<file path="config.mk">
export PLATFORM = sky130hd
export DESIGN_NAME = lsu_byte_seq
export DESIGN_NICKNAME = d
export VERILOG_FILES = /design/src/rtl/lsu_byte_seq.sv
export SDC_FILE = /design/constraint.sdc
export NUM_CORES = 1
export LEC_CHECK = 0
export ABC_AREA = 1
export BUFFER_PORTS_ARGS = -buffer_cell sky130_fd_sc_hd__buf_2
export CAP_MARGIN = 15
export CORE_MARGIN = 2
export CORE_UTILIZATION = 30
export CTS_BUF_LIST = sky130_fd_sc_hd__clkbuf_4 sky130_fd_sc_hd__clkbuf_8
export CTS_CLUSTER_DIAMETER = 50
export DETAILED_ROUTE_END_ITERATION = 8
export GPL_TIMING_DRIVEN = 0
export SLEW_MARGIN = 20
export SYNTH_ARGS = -nofsm -noshare
export SYNTH_HDL_FRONTEND = slang
export SYNTH_SLANG_ARGS = --single-unit
</file>
<file path="constraint.sdc">
create_clock -name clk -period 3.22 [get_ports clk]
set_input_delay 0.805 -clock clk [delete_from_list [all_inputs] [get_ports clk]]
set_output_delay 0.805 -clock clk [all_outputs]
set_load 0.01 [all_outputs]
</file>
<file path="src/rtl/lsu_byte_seq.sv">
// Byte-serial load/store sequencer: splits B/H/W accesses into single-byte memory
// cycles, assembles load data little-endian and extends it per access size.
module lsu_byte_seq (
    input  logic        clk,
    input  logic        rst,
    input  logic        req_valid,
    output logic        req_ready,
    input  logic        MemWrite,
    input  logic [2:0]  MemCtrl,
    input  logic [31:0] addr,
    input  logic [31:0] wdata,
    output logic        resp_valid,
    output logic [31:0] rdata,
    output logic        err,
    output logic [31:0] mem_addr,
    output logic        mem_we,
    output logic [7:0]  mem_wdata,
    input  logic [7:0]  mem_rdata
);

    localparam logic [1:0] IDLE   = 2'd0;
    localparam logic [1:0] ACCESS = 2'd1;
    localparam logic [1:0] RWAIT  = 2'd2;
    localparam logic [1:0] RESP   = 2'd3;

    localparam logic [2:0] MEM_B  = 3'b000;
    localparam logic [2:0] MEM_H  = 3'b001;
    localparam logic [2:0] MEM_W  = 3'b010;
    localparam logic [2:0] MEM_BU = 3'b100;
    localparam logic [2:0] MEM_HU = 3'b101;

    logic [1:0]  state;
    logic        we_r;
    logic [2:0]  ctrl_r;
    logic [31:0] addr_r;
    logic [31:0] wdata_r;
    logic [2:0]  cnt;
    logic [31:0] ldbuf;
    logic [31:0] rdata_r;
    logic        err_r;

    logic        last;
    logic        capture;
    logic [1:0]  cap_idx;
    logic [31:0] ld_next;

    function automatic logic [2:0] nbytes(input logic [2:0] c);
        case (c[1:0])
            2'b00:   nbytes = 3'd1;
            2'b01:   nbytes = 3'd2;
            default: nbytes = 3'd4;
        endcase
    endfunction

    function automatic logic is_bad(input logic we, input logic [2:0] c, input logic [1:0] a);
        case (c)
            MEM_B, MEM_BU: is_bad = 1'b0;
            MEM_H, MEM_HU: is_bad = a[0];
            MEM_W:         is_bad = (a != 2'b00);
            default:       is_bad = 1'b1;
        endcase
        if (we && (c == MEM_BU || c == MEM_HU))
            is_bad = 1'b1;
    endfunction

    function automatic logic [31:0] extend(input logic [2:0] c, input logic [31:0] d);
        case (c)
            MEM_B:   extend = {{24{d[7]}}, d[7:0]};
            MEM_H:   extend = {{16{d[15]}}, d[15:0]};
            MEM_BU:  extend = {24'd0, d[7:0]};
            MEM_HU:  extend = {16'd0, d[15:0]};
            default: extend = d;
        endcase
    endfunction

    assign last    = (cnt == nbytes(ctrl_r) - 3'd1);
    // Read data lags its address by one cycle, so byte cnt-1 arrives now;
    // in RWAIT cnt has advanced to N and this picks up the final byte.
    assign capture = ((state == ACCESS) && (cnt != 3'd0)) || (state == RWAIT);
    assign cap_idx = cnt[1:0] - 2'd1;

    always_comb begin
        ld_next = ldbuf;
        if (capture) begin
            case (cap_idx)
                2'd0: ld_next[7:0]   = mem_rdata;
                2'd1: ld_next[15:8]  = mem_rdata;
                2'd2: ld_next[23:16] = mem_rdata;
                2'd3: ld_next[31:24] = mem_rdata;
            endcase
        end
    end

    always_ff @(posedge clk) begin
        if (rst) begin
            state   <= IDLE;
            we_r    <= 1'b0;
            ctrl_r  <= 3'd0;
            addr_r  <= 32'd0;
            wdata_r <= 32'd0;
            cnt     <= 3'd0;
            ldbuf   <= 32'd0;
            rdata_r <= 32'd0;
            err_r   <= 1'b0;
        end else begin
            case (state)
                IDLE: begin
                    if (req_valid) begin
                        we_r    <= MemWrite;
                        ctrl_r  <= MemCtrl;
                        addr_r  <= addr;
                        wdata_r <= wdata;
                        cnt     <= 3'd0;
                        ldbuf   <= 32'd0;
                        if (is_bad(MemWrite, MemCtrl, addr[1:0])) begin
                            rdata_r <= 32'd0;
                            err_r   <= 1'b1;
                            state   <= RESP;
                        end else begin
                            state   <= ACCESS;
                        end
                    end
                end
                ACCESS: begin
                    ldbuf <= ld_next;
                    cnt   <= cnt + 3'd1;
                    if (last) begin
                        if (we_r) begin
                            rdata_r <= 32'd0;
                            err_r   <= 1'b0;
                            state   <= RESP;
                        end else begin
                            state   <= RWAIT;
                        end
                    end
                end
                RWAIT: begin
                    ldbuf   <= ld_next;
                    rdata_r <= extend(ctrl_r, ld_next);
                    err_r   <= 1'b0;
                    state   <= RESP;
                end
                default: state <= IDLE;
            endcase
        end
    end

    always_comb begin
        mem_addr  = 32'd0;
        mem_we    = 1'b0;
        mem_wdata = 8'd0;
        if (state == ACCESS) begin
            mem_addr = addr_r + {29'd0, cnt};
            mem_we   = we_r;
            if (we_r) begin
                case (cnt[1:0])
                    2'd0: mem_wdata = wdata_r[7:0];
                    2'd1: mem_wdata = wdata_r[15:8];
                    2'd2: mem_wdata = wdata_r[23:16];
                    2'd3: mem_wdata = wdata_r[31:24];
                endcase
            end
        end
    end

    assign req_ready  = (state == IDLE);
    assign resp_valid = (state == RESP);
    assign rdata      = rdata_r;
    assign err        = err_r;

endmodule

</file>
==> load_flow_metrics.sql <==
INSERT INTO impl_metrics (metric_group, metric, value, unit) VALUES
('power', 'peakVddDrop', '0.000291', 'V'),
('hold_path', 'min_delay_path_depth', '2', ''),
('place', 'place_hpwl', '17700', 'µm'),
('timing', 'post_route_setup_tns', '0', 'ps'),
('power', 'seq_power_share', '33.2', '%'),
('clock_tree', 'h_tree_lvl_count', '4', ''),
('power', 'cellPowerDensity', '738', 'nW/µm²'),
('critical_path', 'worst-setup-path-type', 'reg -> out', ''),
('power', 'combPwrFrac', '45.1', '%'),
('global_route', 'grt_antenna_before_repair', '3', ''),
('clock_tree', 'path_clk_slew', '80', 'ps'),
('synthesis', 'netlist.area_leader.share', '37.6', '%'),
('routing', 'avgViaCountPerCell', '4.61', ''),
('routing', 'detail_route.iter0.violations', '488', ''),
('synthesis', 'synth_enable_flop_cells', '0', ''),
('run_status', 'status', 'complete, no violations', ''),
('synthesis', 'syn-instance-count', '1158', ''),
('routing', 'totalWireLength', '23300', 'µm'),
('clock_tree', 'clock_sinks', '138', ''),
('critical_path', 'worstPathArrival', '2350', 'ps'),
('routing', 'antenna_left', '0', ''),
('floorplanning', 'chipWidth', '161', 'µm'),
('synthesis', 'synth_async_sr_flop_share', '0', '%'),
('floorplanning', 'dieArea', '25800', 'µm²'),
('timing', 'final_max_slew_violation_count', '0', ''),
('synthesis', 'netlist_area_pre_place', '7360', 'µm²'),
('global_route', 'grt_overall_usage', '18.1', '%'),
('timing', 'timing.final.setup_violations', '0', ''),
('global_route', 'globalRoute.totalOverflow', '0', ''),
('floorplanning', 'starting_density', '30.4', '%'),
('power', 'power.switching', '3.05', 'mW'),
('synthesis', 'ys_seq_elements', '138', ''),
('floorplanning', 'io_pins', '155', ''),
('global_route', 'grt_use_met1', '23.9', '%'),
('clock_tree', 'cts-root-buf', 'sky130_fd_sc_hd__clkbuf_8', ''),
('final_layout', 'multi_input_area', '3980', 'µm²'),
('routing', 'routed-via-count', '7741', ''),
('routing', 'drtPass1Iterations', '5', ''),
('power', 'total_power', '6.75', 'mW'),
('global_route', 'grt_util_met2', '29.6', '%'),
('timing', 'timing.final.crit_period', '3150', 'ps'),
('critical_path', 'endpoint_kind', 'primary output', ''),
('global_route', 'number_of_global_route_vias_before_repair', '7222', ''),
('timing', 'worst_clock_skew', '14.5', 'ps'),
('synthesis', 'synth_flop_cell', 'sky130_fd_sc_hd__dfxtp_1', ''),
('final_layout', 'final_net_count', '1431', ''),
('clock_tree', 'tritoncts_clock_tree', 'built', ''),
('synthesis', 'synth_sequential_area_ratio', '37.6', '%'),
('critical_path', 'start_kind', 'flop', ''),
('synthesis', 'netlist_top_cells_area', 'sky130_fd_sc_hd__dfxtp_1 (38%), sky130_fd_sc_hd__nand2_1 (15%), sky130_fd_sc_hd__nor2_1 (11%), sky130_fd_sc_hd__o21ai_0 (8.8%), sky130_fd_sc_hd__a21oi_1 (6.8%)', ''),
('synthesis', 'yosys.area.top_type', 'sky130_fd_sc_hd__dfxtp_1', ''),
('power', 'p_clk_share', '21.7', '%'),
('synthesis', 'synth_cell_type_count', '40', ''),
('timing', 'max_freq', '317', 'MHz'),
('routing', 'detail_route.drc_violations', '0', ''),
('global_route', 'grt_pass1_wl', '37100', 'µm'),
('run', 'maxCapViolCount', '0', ''),
('timing', 'tightestPinTransition', '678', 'ps'),
('floorplanning', 'die_height', '161', 'µm'),
('power', 'power.static_leakage', '4.18', 'nW'),
('synthesis', 'postSynthNetCount', '1251', ''),
('power', 'p_sw_share', '45.2', '%'),
('floorplanning', 'core.rowCount', '57', ''),
('place', 'gp_congestion', '0.927', ''),
('synthesis', 'yosysWarnings', '0', ''),
('timing', 'hold_violations', '0', ''),
('global_route', 'global_route.usage.met3', '3.72', '%'),
('clock_tree', 'clock_network_latency_to_the_later_pin_of_the_worst_skew_pair', '460', 'ps'),
('floorplanning', 'design.core.area', '24200', 'µm²'),
('clock_tree', 'cts_made_buffers', '17', ''),
('critical_path', 'crit_path_max_fanout', '3', '');
power groups by stage:
stage | sequential [mW] | clock [mW] | combinational, mW
floorplan | 2.24 | 0 | 2.11
global placement | 2.27 | 0 | 2.98
detailed placement | 2.28 | 0 | 3.00
CTS | 2.24 | 1.50 | 3.04
global route | 2.29 | 1.58 | 3.44
finish | 2.24 | 1.46 | 3.04
cell usage after synthesis (2+ instances only):
master and n:
sky130_fd_sc_hd__nand2_1 289, sky130_fd_sc_hd__a31oi_1 11, sky130_fd_sc_hd__nand3_1 16, sky130_fd_sc_hd__nor2_1 206, sky130_fd_sc_hd__buf_1 4, sky130_fd_sc_hd__xnor2_1 3, sky130_fd_sc_hd__a21oi_1 100, sky130_fd_sc_hd__xor2_1 4
sky130_fd_sc_hd__nor3_1 16, sky130_fd_sc_hd__nor2_2 2, sky130_fd_sc_hd__nand4_1 7, sky130_fd_sc_hd__buf_6 2, sky130_fd_sc_hd__inv_1 119, sky130_fd_sc_hd__dfxtp_1 138, sky130_fd_sc_hd__nand3_2 2, sky130_fd_sc_hd__nand2_4 3
sky130_fd_sc_hd__clkinv_1 2, sky130_fd_sc_hd__ha_1 13, sky130_fd_sc_hd__o21ai_1 7, sky130_fd_sc_hd__buf_4 3, sky130_fd_sc_hd__buf_2 9, sky130_fd_sc_hd__inv_2 4, sky130_fd_sc_hd__o21ai_0 129, sky130_fd_sc_hd__nand2_2 5
sky130_fd_sc_hd__nand3b_1 9, sky130_fd_sc_hd__clkbuf_1 41
final cells by class:
type	instances	share of cell area, %
antenna	3	0.0820
buffer	58	2.87
clock buffer	20	2.80
clock inverter	12	1.56
inverter	127	5.31
multi-input combinational	834	43.5
sequential	138	30.3
tap	324	4.43
timing repair buffer	162	9.15
cells by family after synthesis:
| family | Yosys count | share of synthesized area (%) |
|---|---|---|
| flops | 138 | 37.6 |
| xor+xnor | 7 | 0.833 |
| fa+ha+maj | 14 | 2.48 |
| buf+inv | 186 | 10.1 |
| compound gates | 251 | 17.4 |
| simple gates | 562 | 31.6 |
registers in the layout, indices dropped and copies added, names as in the netlist:
| signal | cells |
|---|---|
| addr_r | 32 |
| cnt | 3 |
| ctrl_r | 3 |
| err | 1 |
| ldbuf | 32 |
| rdata | 32 |
| state | 2 |
| wdata_r | 32 |
| we_r | 1 |
worst max-delay path: stages, from the launching register on:
cell	delay, ps
sky130_fd_sc_hd__dfxtp_2	360
sky130_fd_sc_hd__ha_4	140
sky130_fd_sc_hd__inv_2	30
sky130_fd_sc_hd__fa_2	330
sky130_fd_sc_hd__inv_2	80
sky130_fd_sc_hd__nand2_2	60
sky130_fd_sc_hd__nand2_4	70
sky130_fd_sc_hd__nand2_4	60
sky130_fd_sc_hd__nor2_4	90
sky130_fd_sc_hd__inv_2	60
sky130_fd_sc_hd__nor2_4	140
sky130_fd_sc_hd__nand2_2	100
sky130_fd_sc_hd__nor2_4	90
sky130_fd_sc_hd__nand2_1	50
sky130_fd_sc_hd__nand2_1	50
sky130_fd_sc_hd__nor2_1	50
sky130_fd_sc_hd__buf_2	130
metrics by stage:
stage	setup slack (ps)	hold WS, ps	area, µm²
2_1_floorplan	403	444	7360
3_3_place_gp	-62.8	452	8530
3_5_place_dp	-83.6	454	8530
4_1_cts	-65.6	466	9050
5_1_grt	-104	481	9150
6_report	66.8	463	9150
layer usage:
| layer | part of all wire, % | up-vias |
|---|---|---|
| met5 | 0 | - |
| met4 | 1.9 | 0 |
| met3 | 5.4 | 28 |
| met2 | 46 | 190 |
| met1 | 47 | 3485 |
| li1 | - | 4038 |
final timing paths:
kind | from | end | slack (ps)
setup / recovery | addr_r[0] | mem_addr[30] | 70
hold / removal | rdata[14] | rdata[14] | 460
setup reg to reg | cnt[0] | rdata[20] | 880
hold reg to reg | rdata[14] | rdata[14] | 460
repair_timing:
| item | in CTS | in global routing |
|---|---|---|
| endpoints found under the setup margin | 26 | 33 |
| setup buffers | 5 | 5 |
| resized for setup | 32 | 23 |
| hold buffers | 0 | 0 |
| pin swaps | 8 | 9 |
cells in the final DEF, fill, tap and decap left out, types with 4 or more instances in the layout:
cell                           n
sky130_fd_sc_hd__clkbuf_1     36
sky130_fd_sc_hd__nand3_1      15
sky130_fd_sc_hd__a21oi_1      99
sky130_fd_sc_hd__nand3b_1      9
sky130_fd_sc_hd__dfxtp_1     135
sky130_fd_sc_hd__xor2_1        4
sky130_fd_sc_hd__a31oi_1      11
sky130_fd_sc_hd__nor3_1       15
sky130_fd_sc_hd__nor2_4        7
sky130_fd_sc_hd__nand2_1     282
sky130_fd_sc_hd__clkbuf_2      4
sky130_fd_sc_hd__nand2_2       9
sky130_fd_sc_hd__clkinvlp_4    4
sky130_fd_sc_hd__buf_2       161
sky130_fd_sc_hd__clkinv_4      4
sky130_fd_sc_hd__nand2_4       6
sky130_fd_sc_hd__nand4_1       7
sky130_fd_sc_hd__o21ai_0     126
sky130_fd_sc_hd__nor2_1      199
sky130_fd_sc_hd__inv_1       114
sky130_fd_sc_hd__ha_1         10
sky130_fd_sc_hd__buf_4        11
sky130_fd_sc_hd__clkbuf_4      4
sky130_fd_sc_hd__buf_1         4
sky130_fd_sc_hd__o21ai_1       9
sky130_fd_sc_hd__clkbuf_8     17
sky130_fd_sc_hd__inv_2         9
Power figures use the tool's default switching activity.
